===== config.mk =====
export PLATFORM = sky130hd
export DESIGN_NAME = mc_controller
export DESIGN_NICKNAME = d
export VERILOG_FILES = /design/src/rtl/mips_ctrl_pkg.sv /design/src/rtl/mc_next_state.sv /design/src/rtl/mc_controller.sv
export SDC_FILE = /design/constraint.sdc
export NUM_CORES = 1
export LEC_CHECK = 0
export ABC_AREA = 1
export ABC_CLOCK_PERIOD_IN_PS = 1750
export CORE_MARGIN = 2
export CORE_UTILIZATION = 43
export CTS_CLUSTER_DIAMETER = 60
export DETAILED_ROUTE_END_ITERATION = 8
export HOLD_SLACK_MARGIN = 0.12
export PLACE_DENSITY_LB_ADDON = 0.25
export SYNTH_ARGS = -nofsm -noshare
export SYNTH_HDL_FRONTEND = slang
export SYNTH_SLANG_ARGS = --single-unit

===== constraint.sdc =====
create_clock -name clk -period 1.75 [get_ports clk]
set_input_delay 0.35 -clock clk [delete_from_list [all_inputs] [get_ports clk]]
set_output_delay 0.35 -clock clk [all_outputs]
set_load 0.05 [all_outputs]

===== src/rtl/mips_ctrl_pkg.sv =====
// Shared constants for the multicycle MIPS control unit:
// state encodings, opcodes, func codes, ALU and PC-source selects.
package mips_ctrl_pkg;

  typedef enum logic [3:0] {
    S_FETCH    = 4'd0,
    S_DECODE   = 4'd1,
    S_MEM_ADDR = 4'd2,
    S_MEM_RD   = 4'd3,
    S_MEM_WB   = 4'd4,
    S_MEM_WR   = 4'd5,
    S_R_EXEC   = 4'd6,
    S_R_WB     = 4'd7,
    S_BRANCH   = 4'd8,
    S_JUMP     = 4'd9,
    S_I_EXEC   = 4'd10,
    S_I_WB     = 4'd11,
    S_JAL      = 4'd12,
    S_JR       = 4'd13,
    S_TRAP     = 4'd15
  } state_e;

  localparam logic [5:0] OP_RTYPE = 6'h00;
  localparam logic [5:0] OP_J     = 6'h02;
  localparam logic [5:0] OP_JAL   = 6'h03;
  localparam logic [5:0] OP_BEQ   = 6'h04;
  localparam logic [5:0] OP_BNE   = 6'h05;
  localparam logic [5:0] OP_ADDI  = 6'h08;
  localparam logic [5:0] OP_SLTI  = 6'h0A;
  localparam logic [5:0] OP_ANDI  = 6'h0C;
  localparam logic [5:0] OP_ORI   = 6'h0D;
  localparam logic [5:0] OP_LUI   = 6'h0F;
  localparam logic [5:0] OP_LW    = 6'h23;
  localparam logic [5:0] OP_SW    = 6'h2B;

  localparam logic [5:0] FN_JR = 6'h08;

  localparam logic [2:0] ALU_ADD  = 3'b000;
  localparam logic [2:0] ALU_SUB  = 3'b001;
  localparam logic [2:0] ALU_FUNC = 3'b010;
  localparam logic [2:0] ALU_AND  = 3'b011;
  localparam logic [2:0] ALU_OR   = 3'b100;
  localparam logic [2:0] ALU_SLT  = 3'b101;
  localparam logic [2:0] ALU_LUI  = 3'b110;

  localparam logic [1:0] PC_ALU    = 2'b00;
  localparam logic [1:0] PC_ALUOUT = 2'b01;
  localparam logic [1:0] PC_JUMP   = 2'b10;
  localparam logic [1:0] PC_REG    = 2'b11;

  localparam logic [1:0] SRCB_B    = 2'b00;
  localparam logic [1:0] SRCB_FOUR = 2'b01;
  localparam logic [1:0] SRCB_IMM  = 2'b10;
  localparam logic [1:0] SRCB_IMM4 = 2'b11;

  localparam logic [1:0] RD_RT = 2'b00;
  localparam logic [1:0] RD_RD = 2'b01;
  localparam logic [1:0] RD_RA = 2'b10;

  function automatic logic [2:0] imm_alu_op(
    input logic [5:0] op
  );
    logic [2:0] r;
    r = ALU_ADD;
    unique case (1'b1)
      op == OP_SLTI: r = ALU_SLT;
      op == OP_ANDI: r = ALU_AND;
      op == OP_ORI:  r = ALU_OR;
      op == OP_LUI:  r = ALU_LUI;
      default:       r = ALU_ADD;
    endcase
    return r;
  endfunction

endpackage


===== src/rtl/mc_next_state.sv =====
// Combinational opcode dispatch and next-state logic.
// Ports: state_i, opcode_i, func_i, mem_ready_i, wait_i -> state_o.
module mc_next_state
  import mips_ctrl_pkg::*;
#(
  parameter int MEM_WAIT_MAX = 15
) (
  input  state_e     state_i,
  input  logic [5:0] opcode_i,
  input  logic [5:0] func_i,
  input  logic       mem_ready_i,
  input  logic [3:0] wait_i,
  output state_e     state_o
);

  logic timeout;
  logic is_r;
  logic is_jr;
  logic is_i;

  // ready on the limit cycle wins over timeout
  assign timeout = !mem_ready_i &&
                   (wait_i == 4'(MEM_WAIT_MAX));
  assign is_r  = opcode_i == OP_RTYPE;
  assign is_jr = is_r && (func_i == FN_JR);
  assign is_i  = opcode_i inside {OP_ADDI, OP_SLTI,
                 OP_ANDI, OP_ORI, OP_LUI};

  always_comb begin
    state_o = state_i;
    unique case (state_i)
      S_FETCH, S_MEM_RD, S_MEM_WR: begin
        if (mem_ready_i) begin
          unique case (state_i)
            S_FETCH:  state_o = S_DECODE;
            S_MEM_RD: state_o = S_MEM_WB;
            default:  state_o = S_FETCH;
          endcase
        end else if (timeout) begin
          state_o = S_TRAP;
        end
      end
      S_DECODE: begin
        unique case (1'b1)
          is_jr:            state_o = S_JR;
          is_r && !is_jr:   state_o = S_R_EXEC;
          opcode_i == OP_J:   state_o = S_JUMP;
          opcode_i == OP_JAL: state_o = S_JAL;
          opcode_i == OP_BEQ ||
          opcode_i == OP_BNE: state_o = S_BRANCH;
          is_i:             state_o = S_I_EXEC;
          opcode_i == OP_LW ||
          opcode_i == OP_SW:  state_o = S_MEM_ADDR;
          default:          state_o = S_TRAP;
        endcase
      end
      S_MEM_ADDR: begin
        unique case (1'b1)
          opcode_i == OP_LW: state_o = S_MEM_RD;
          opcode_i == OP_SW: state_o = S_MEM_WR;
          default:           state_o = S_TRAP;
        endcase
      end
      S_R_EXEC: state_o = S_R_WB;
      S_I_EXEC: state_o = S_I_WB;
      S_MEM_WB, S_R_WB, S_I_WB, S_BRANCH,
      S_JUMP, S_JAL, S_JR: state_o = S_FETCH;
      S_TRAP:   state_o = S_TRAP;
      default:  state_o = S_TRAP;
    endcase
  end

endmodule


===== src/rtl/mc_controller.sv =====
// Multicycle MIPS control FSM: state/wait/trap registers and
// Moore output decode. Ports: clk, rst_n, opcode, func, zero,
// mem_ready in; memory, register, ALU, PC strobes, trap, state out.
module mc_controller
  import mips_ctrl_pkg::*;
#(
  parameter int MEM_WAIT_MAX = 15
) (
  input  logic       clk,
  input  logic       rst_n,
  input  logic [5:0] opcode,
  input  logic [5:0] func,
  input  logic       zero,
  input  logic       mem_ready,
  output logic       mem_read,
  output logic       mem_write,
  output logic       iord,
  output logic       ir_write,
  output logic       reg_write,
  output logic       mem_to_reg,
  output logic [1:0] reg_dst,
  output logic       alu_src_a,
  output logic [1:0] alu_src_b,
  output logic [2:0] alu_op,
  output logic       pc_write,
  output logic       pc_write_cond,
  output logic [1:0] pc_source,
  output logic       trap,
  output logic [3:0] state
);

  state_e     state_q;
  state_e     state_d;
  logic [3:0] wait_q;
  logic [3:0] wait_d;
  logic       trap_d;
  logic       trap_q;
  logic       mem_st;

  mc_next_state #(
    .MEM_WAIT_MAX(MEM_WAIT_MAX)
  ) u_next (
    .state_i    (state_q),
    .opcode_i   (opcode),
    .func_i     (func),
    .mem_ready_i(mem_ready),
    .wait_i     (wait_q),
    .state_o    (state_d)
  );

  assign mem_st = state_q inside {S_FETCH,
                  S_MEM_RD, S_MEM_WR};

  // counts stall cycles; any entry into a memory
  // state arrives from a different state, so it restarts at 0
  assign wait_d = (mem_st && state_d == state_q) ?
                  wait_q + 4'd1 : 4'd0;
  assign trap_d = trap_q || (state_d == S_TRAP);

  always_ff @(posedge clk or negedge rst_n) begin
    if (!rst_n) begin
      state_q <= S_FETCH;
      wait_q  <= 4'd0;
      trap_q  <= 1'b0;
    end else begin
      state_q <= state_d;
      wait_q  <= wait_d;
      trap_q  <= trap_d;
    end
  end

  assign state = state_q;
  assign trap  = trap_q;

  always_comb begin
    mem_read      = 1'b0;
    mem_write     = 1'b0;
    iord          = 1'b0;
    ir_write      = 1'b0;
    reg_write     = 1'b0;
    mem_to_reg    = 1'b0;
    reg_dst       = RD_RT;
    alu_src_a     = 1'b0;
    alu_src_b     = SRCB_B;
    alu_op        = ALU_ADD;
    pc_write      = 1'b0;
    pc_write_cond = 1'b0;
    pc_source     = PC_ALU;
    unique case (state_q)
      S_FETCH: begin
        mem_read  = 1'b1;
        alu_src_b = SRCB_FOUR;
        ir_write  = mem_ready;
        pc_write  = mem_ready;
      end
      S_DECODE: alu_src_b = SRCB_IMM4;
      S_MEM_ADDR: begin
        alu_src_a = 1'b1;
        alu_src_b = SRCB_IMM;
      end
      S_MEM_RD: begin
        iord     = 1'b1;
        mem_read = 1'b1;
      end
      S_MEM_WR: begin
        iord      = 1'b1;
        mem_write = 1'b1;
      end
      S_MEM_WB: begin
        reg_write  = 1'b1;
        mem_to_reg = 1'b1;
      end
      S_R_EXEC: begin
        alu_src_a = 1'b1;
        alu_op    = ALU_FUNC;
      end
      S_R_WB: begin
        reg_write = 1'b1;
        reg_dst   = RD_RD;
      end
      S_I_EXEC: begin
        alu_src_a = 1'b1;
        alu_src_b = SRCB_IMM;
        alu_op    = imm_alu_op(opcode);
      end
      S_I_WB: reg_write = 1'b1;
      S_BRANCH: begin
        alu_src_a     = 1'b1;
        alu_op        = ALU_SUB;
        pc_source     = PC_ALUOUT;
        pc_write_cond = 1'b1;
        // beq takes on zero, bne on not-zero
        pc_write = (opcode == OP_BEQ) ? zero : !zero;
      end
      S_JUMP: begin
        pc_write  = 1'b1;
        pc_source = PC_JUMP;
      end
      S_JAL: begin
        pc_write  = 1'b1;
        pc_source = PC_JUMP;
        reg_write = 1'b1;
        reg_dst   = RD_RA;
      end
      S_JR: begin
        pc_write  = 1'b1;
        pc_source = PC_REG;
      end
      default: ;
    endcase
  end

endmodule


==> results of run 1 <==
cells in the mapped netlist, drive strengths merged:
library cell | number | share of area
nand2 | 42 | 0.19
nor2 | 35 | 0.16
inv | 26 | 0.099
nand3 | 23 | 0.14
dfrtp | 9 | 0.23
a21oi | 5 | 0.025
o21ai | 4 | 0.020
nand4 | 3 | 0.019
a31oi | 2 | 0.013
o211ai | 2 | 0.015
xnor2 | 2 | 0.018
a21boi | 1 | 0.0076
a311oi | 1 | 0.0089
buf | 1 | 0.0051
ha | 1 | 0.013
nor3 | 1 | 0.0051
o21bai | 1 | 0.0076
o31ai | 1 | 0.0076
xor2 | 1 | 0.0089
per-stage QoR:
step | hold WS [ns] | TNS (ns) | util | cell area (sq um) | instances
4_1_cts | 0.388 | -0.949 | 0.931 | 2040 | 268
3_5_place_dp | 0.466 | -4.95 | 0.827 | 1810 | 248
3_3_place_gp | 0.447 | -3.90 | 0.827 | 1810 | 248
2_1_floorplan | 0.0544 | -2.70 | - | 1060 | 161
repair_timing:
item | in CTS
gates resized for setup | 39
endpoints found under the hold margin | 0
pin swaps | 11
setup buffers | 17
endpoints found under the setup margin | 22
cell families after synthesis:
kind of cell             Yosys count  synth area share
XOR/XNOR                           3            0.0267
flip-flops                         9             0.229
AND/OR/NAND/NOR                  104             0.522
AO/OA/AOI/OAI                     17             0.106
buffers and inverters             27             0.104
adder cells (fa/ha/maj)            1            0.0127
==> summary.txt, run 1 <==
status - stopped before the end
Stop stage - global routing (5_1_grt)
stop err - [ERROR DPL-0038] Utilization greater than 100%, impossible to legalize
Root Buffer - clkbuf_4
clock sink count - 9
Cell Area, Synth - 983 sq um
Die Wd - 51.8 um
dpl hpwl - 2970 um
Worst EP post-GRT repair - pc_write
Worst EP Category - primary output
I/O pin cnt - 39
pre-CTS setup slack - -0.500 ns
Port Buffer Count - 38
die height - 51.8 um
FP Rows - 17
Syn. warnings - 0
Clock Path Buffers - 2
Num CTS Buffers - 3
post-synth cell types - 26
synthesized area per cell - 6.11 sq um
Yosys reg bits - 9
Syn Inst Count - 161
Post-Syn Nets - 178
GPL Wtd Cong - 0.950
# hold bufs at CTS - 0
Seq/Total Area, Yosys - 0.229
CTS HTree Levels - 1
largest net degree at the start of global routing - 10
Initial Util - 0.449
==> run 2, diff against run 1 <==
--- a/config.mk
+++ b/config.mk
@@ -7,12 +7,10 @@
 export LEC_CHECK = 0
 export ABC_AREA = 1
 export ABC_CLOCK_PERIOD_IN_PS = 1750
-export CORE_MARGIN = 2
-export CORE_UTILIZATION = 43
-export CTS_CLUSTER_DIAMETER = 60
+export CORE_AREA = 2 2 63 65
 export DETAILED_ROUTE_END_ITERATION = 8
-export HOLD_SLACK_MARGIN = 0.12
-export PLACE_DENSITY_LB_ADDON = 0.25
+export DIE_AREA = 0 0 65 67
+export PLACE_DENSITY_LB_ADDON = 0.15
 export SYNTH_ARGS = -nofsm -noshare
 export SYNTH_HDL_FRONTEND = slang
 export SYNTH_SLANG_ARGS = --single-unit
==> summary.txt, run 2 <==
1st-iter DRT viols - 36
Lkg Pwr - 1.06 nW
metal3 WL - 161 um
most frequent cells in the layout - buf_4 (39), nand2_1 (28), inv_1 (20), buf_12 (18), nand3_1 (17)
Post-route DRC - 0
combinational share of power - 0.183
vias in the first global route - 1,326
share of the synthesized area in the top cell type - 0.229
I/O pin cnt - 39
fraction of registers with async set/reset - 1.00
final hold vios - 0
slew margin rel. - 0.736
Critical Path Fanout Max - 5
WL final - 3410 um
Detail Route Antenna Nets - 0
Syn Inst Count - 161
CTS HTree Levels - 1
die area - 4360 sq um
min-delay worst type - primary input to async pin
most common cell after layout, fill and taps aside - buf_4
Yosys top cell by area - dfrtp_1
Initial Util - 0.273
GPL Wtd Cong - 0.852
hold_ws - 0.410 ns
Yosys reg bits - 9
initial antenna violation count - 0
final setup TNS - -0.289 ns
max_cap viols - 0
Port Buffer Count - 38
Clock transition at path regs - 0.04 ns
Seq/Total Area, Yosys - 0.229
top-count cell post-synth - nand2_1
post-synth cell types - 26
WS Path Type - register to output port
vias - 1,343
Cell Area, Synth - 983 sq um
Syn. warnings - 0
CP Launch Type - register
Met1 Routed Length - 1520 um
Clock Path Buffers - 2
Post-Route Skew - 0.000913 ns
Wirelength per Cell - 11.6 um
synth top area cells - dfrtp_1 (23%), nand2_1 (13%), nor2_1 (10%)
Pre-Repair DR Iteration Count - 4
worst-skew pair later-pin latency - 0.23 ns
Post-Syn Nets - 178
FP Rows - 22
RSZ-0062 raised after global routing - yes
Root Buffer - clkbuf_8
Layout area overhead - 122%
failing checks - setup timing
Placed Area - 1860 sq um
Final setup viols - 7
Die Wd - 65 um
fmax - 545 MHz
die height - 67 um
ant diodes - 0
worst-case reg-to-reg path depth - 10
PnR worst setup slack - -0.0839 ns
total power - 0.551 mW
global-route wire length before repair - 5610 um
fin crit share - 1.05
peak supply drop - 560 uV
Layout Nets - 263
status - finished with violations
CORE AREA - 3610 sq um
synthesized area per cell - 6.11 sq um
P_int - 0.417 mW
Slew Limit Fails - 0
crit end category - output port
clock sink count - 9
Top Layer Used - met4
DR vias/cell - 4.58
Post-synth top cells - nand2_1 (35), nor2_1 (27), inv_1 (25)
Main synth FF type - dfrtp_1
data required time at the worst endpoint - 1.40 ns
# hold bufs at CTS - 0
critical path arrival - 1.48 ns
clock network power share - 0.438
layout cells sized above 1 - 0.547
grt ovf - 0
switching part of the total power - 0.243
Reg power frac - 0.379
dpl hpwl - 2680 um
Non-Filler Cell Area, Final - 2180 sq um
Num CTS Buffers - 3
CTS tree - yes
Tot GR Track Use - 0.163
wire length on met2 - 1670 um
Net Sw Power - 0.134 mW
worst-margin pin slew - 0.394 ns
minimum clock period - 1.83 ns
largest net degree at the start of global routing - 10
pwr/cell area - 253 nW/um^2
Post-synth EDFFs - 0
-- run 2: kinds of logic (layout without fill, tap and decap cells) --
group | after synthesis | after routing | synth area share
flip-flops | 9 | 9 | 0.229
AO/OA/AOI/OAI | 17 | 17 | 0.106
adder cells (fa/ha/maj) | 1 | 1 | 0.0127
XOR/XNOR | 3 | 3 | 0.0267
AND/OR/NAND/NOR | 104 | 104 | 0.522
buffers and inverters | 27 | 111 | 0.104
-- run 2: power by group through the flow --
| stage | combinational, mW | clock [mW] | sequential (mW) |
|---|---|---|---|
| global placement | 0.0918 | 0 | 0.212 |
| global route | 0.112 | 0.251 | 0.209 |
| floorplan | 0.0330 | 0 | 0.212 |
| finish | 0.101 | 0.241 | 0.209 |
| CTS | 0.0989 | 0.245 | 0.209 |
| detailed placement | 0.0949 | 0 | 0.212 |
-- run 2: layout make-up --
type | instances | area [sq um]
multi-input combinational | 125 | 830
timing repair buffer | 81 | 911
clock buffer | 4 | 45.0
fill | 319 | 1430
inverter | 26 | 103
tap | 48 | 60.1
sequential | 9 | 230
-- run 2: path summary, 6_finish.rpt --
path                                start         to  slack (ns)
worst max-delay path             state[1]   pc_write       -0.08
worst min-delay path                rst_n  wait_q[2]        0.41
worst max register to register   state[1]  wait_q[3]        0.04
worst min register to register  wait_q[0]  wait_q[0]        0.47
max in group asynchronous           rst_n   state[1]        1.04
min in group clk                wait_q[0]  wait_q[0]        0.47
-- run 2: timing repair --
action / in CTS / in global routing
resized for setup: 32 / 33
setup buffers: 12 / 8
gates cloned: 0 / 0
endpoints found under the setup margin: 15 / 20
pin swaps: 11 / 12
endpoints found under the hold margin: 0 / 0
-- run 2: per-stage QoR --
| step | instances | utilization | setup WS (ns) |
|---|---|---|---|
| 6_report | 293 | 0.604 | -0.0839 |
| 5_1_grt | 293 | 0.604 | -0.148 |
| 4_1_cts | 286 | 0.566 | -0.0949 |
| 3_5_place_dp | 270 | 0.517 | -0.412 |
| 3_3_place_gp | 270 | 0.517 | -0.348 |
| 2_1_floorplan | 161 | - | -0.657 |
-- run 2: critical path: stages, from the launching register on --
cell	delay [ns]
dfrtp_2	0.46
nor2_4	0.14
inv_2	0.07
nor2_4	0.09
inv_2	0.05
o211ai_1	0.23
clkbuf_16	0.21
-- run 2: routing by layer --
metal,global-route usage,up-vias
li1,-,688
met4,0.0665,0
met1,0.193,613
met5,0,-
met3,0.0220,6
met2,0.294,36
No activity file was read; power rests on OpenSTA's default activity.
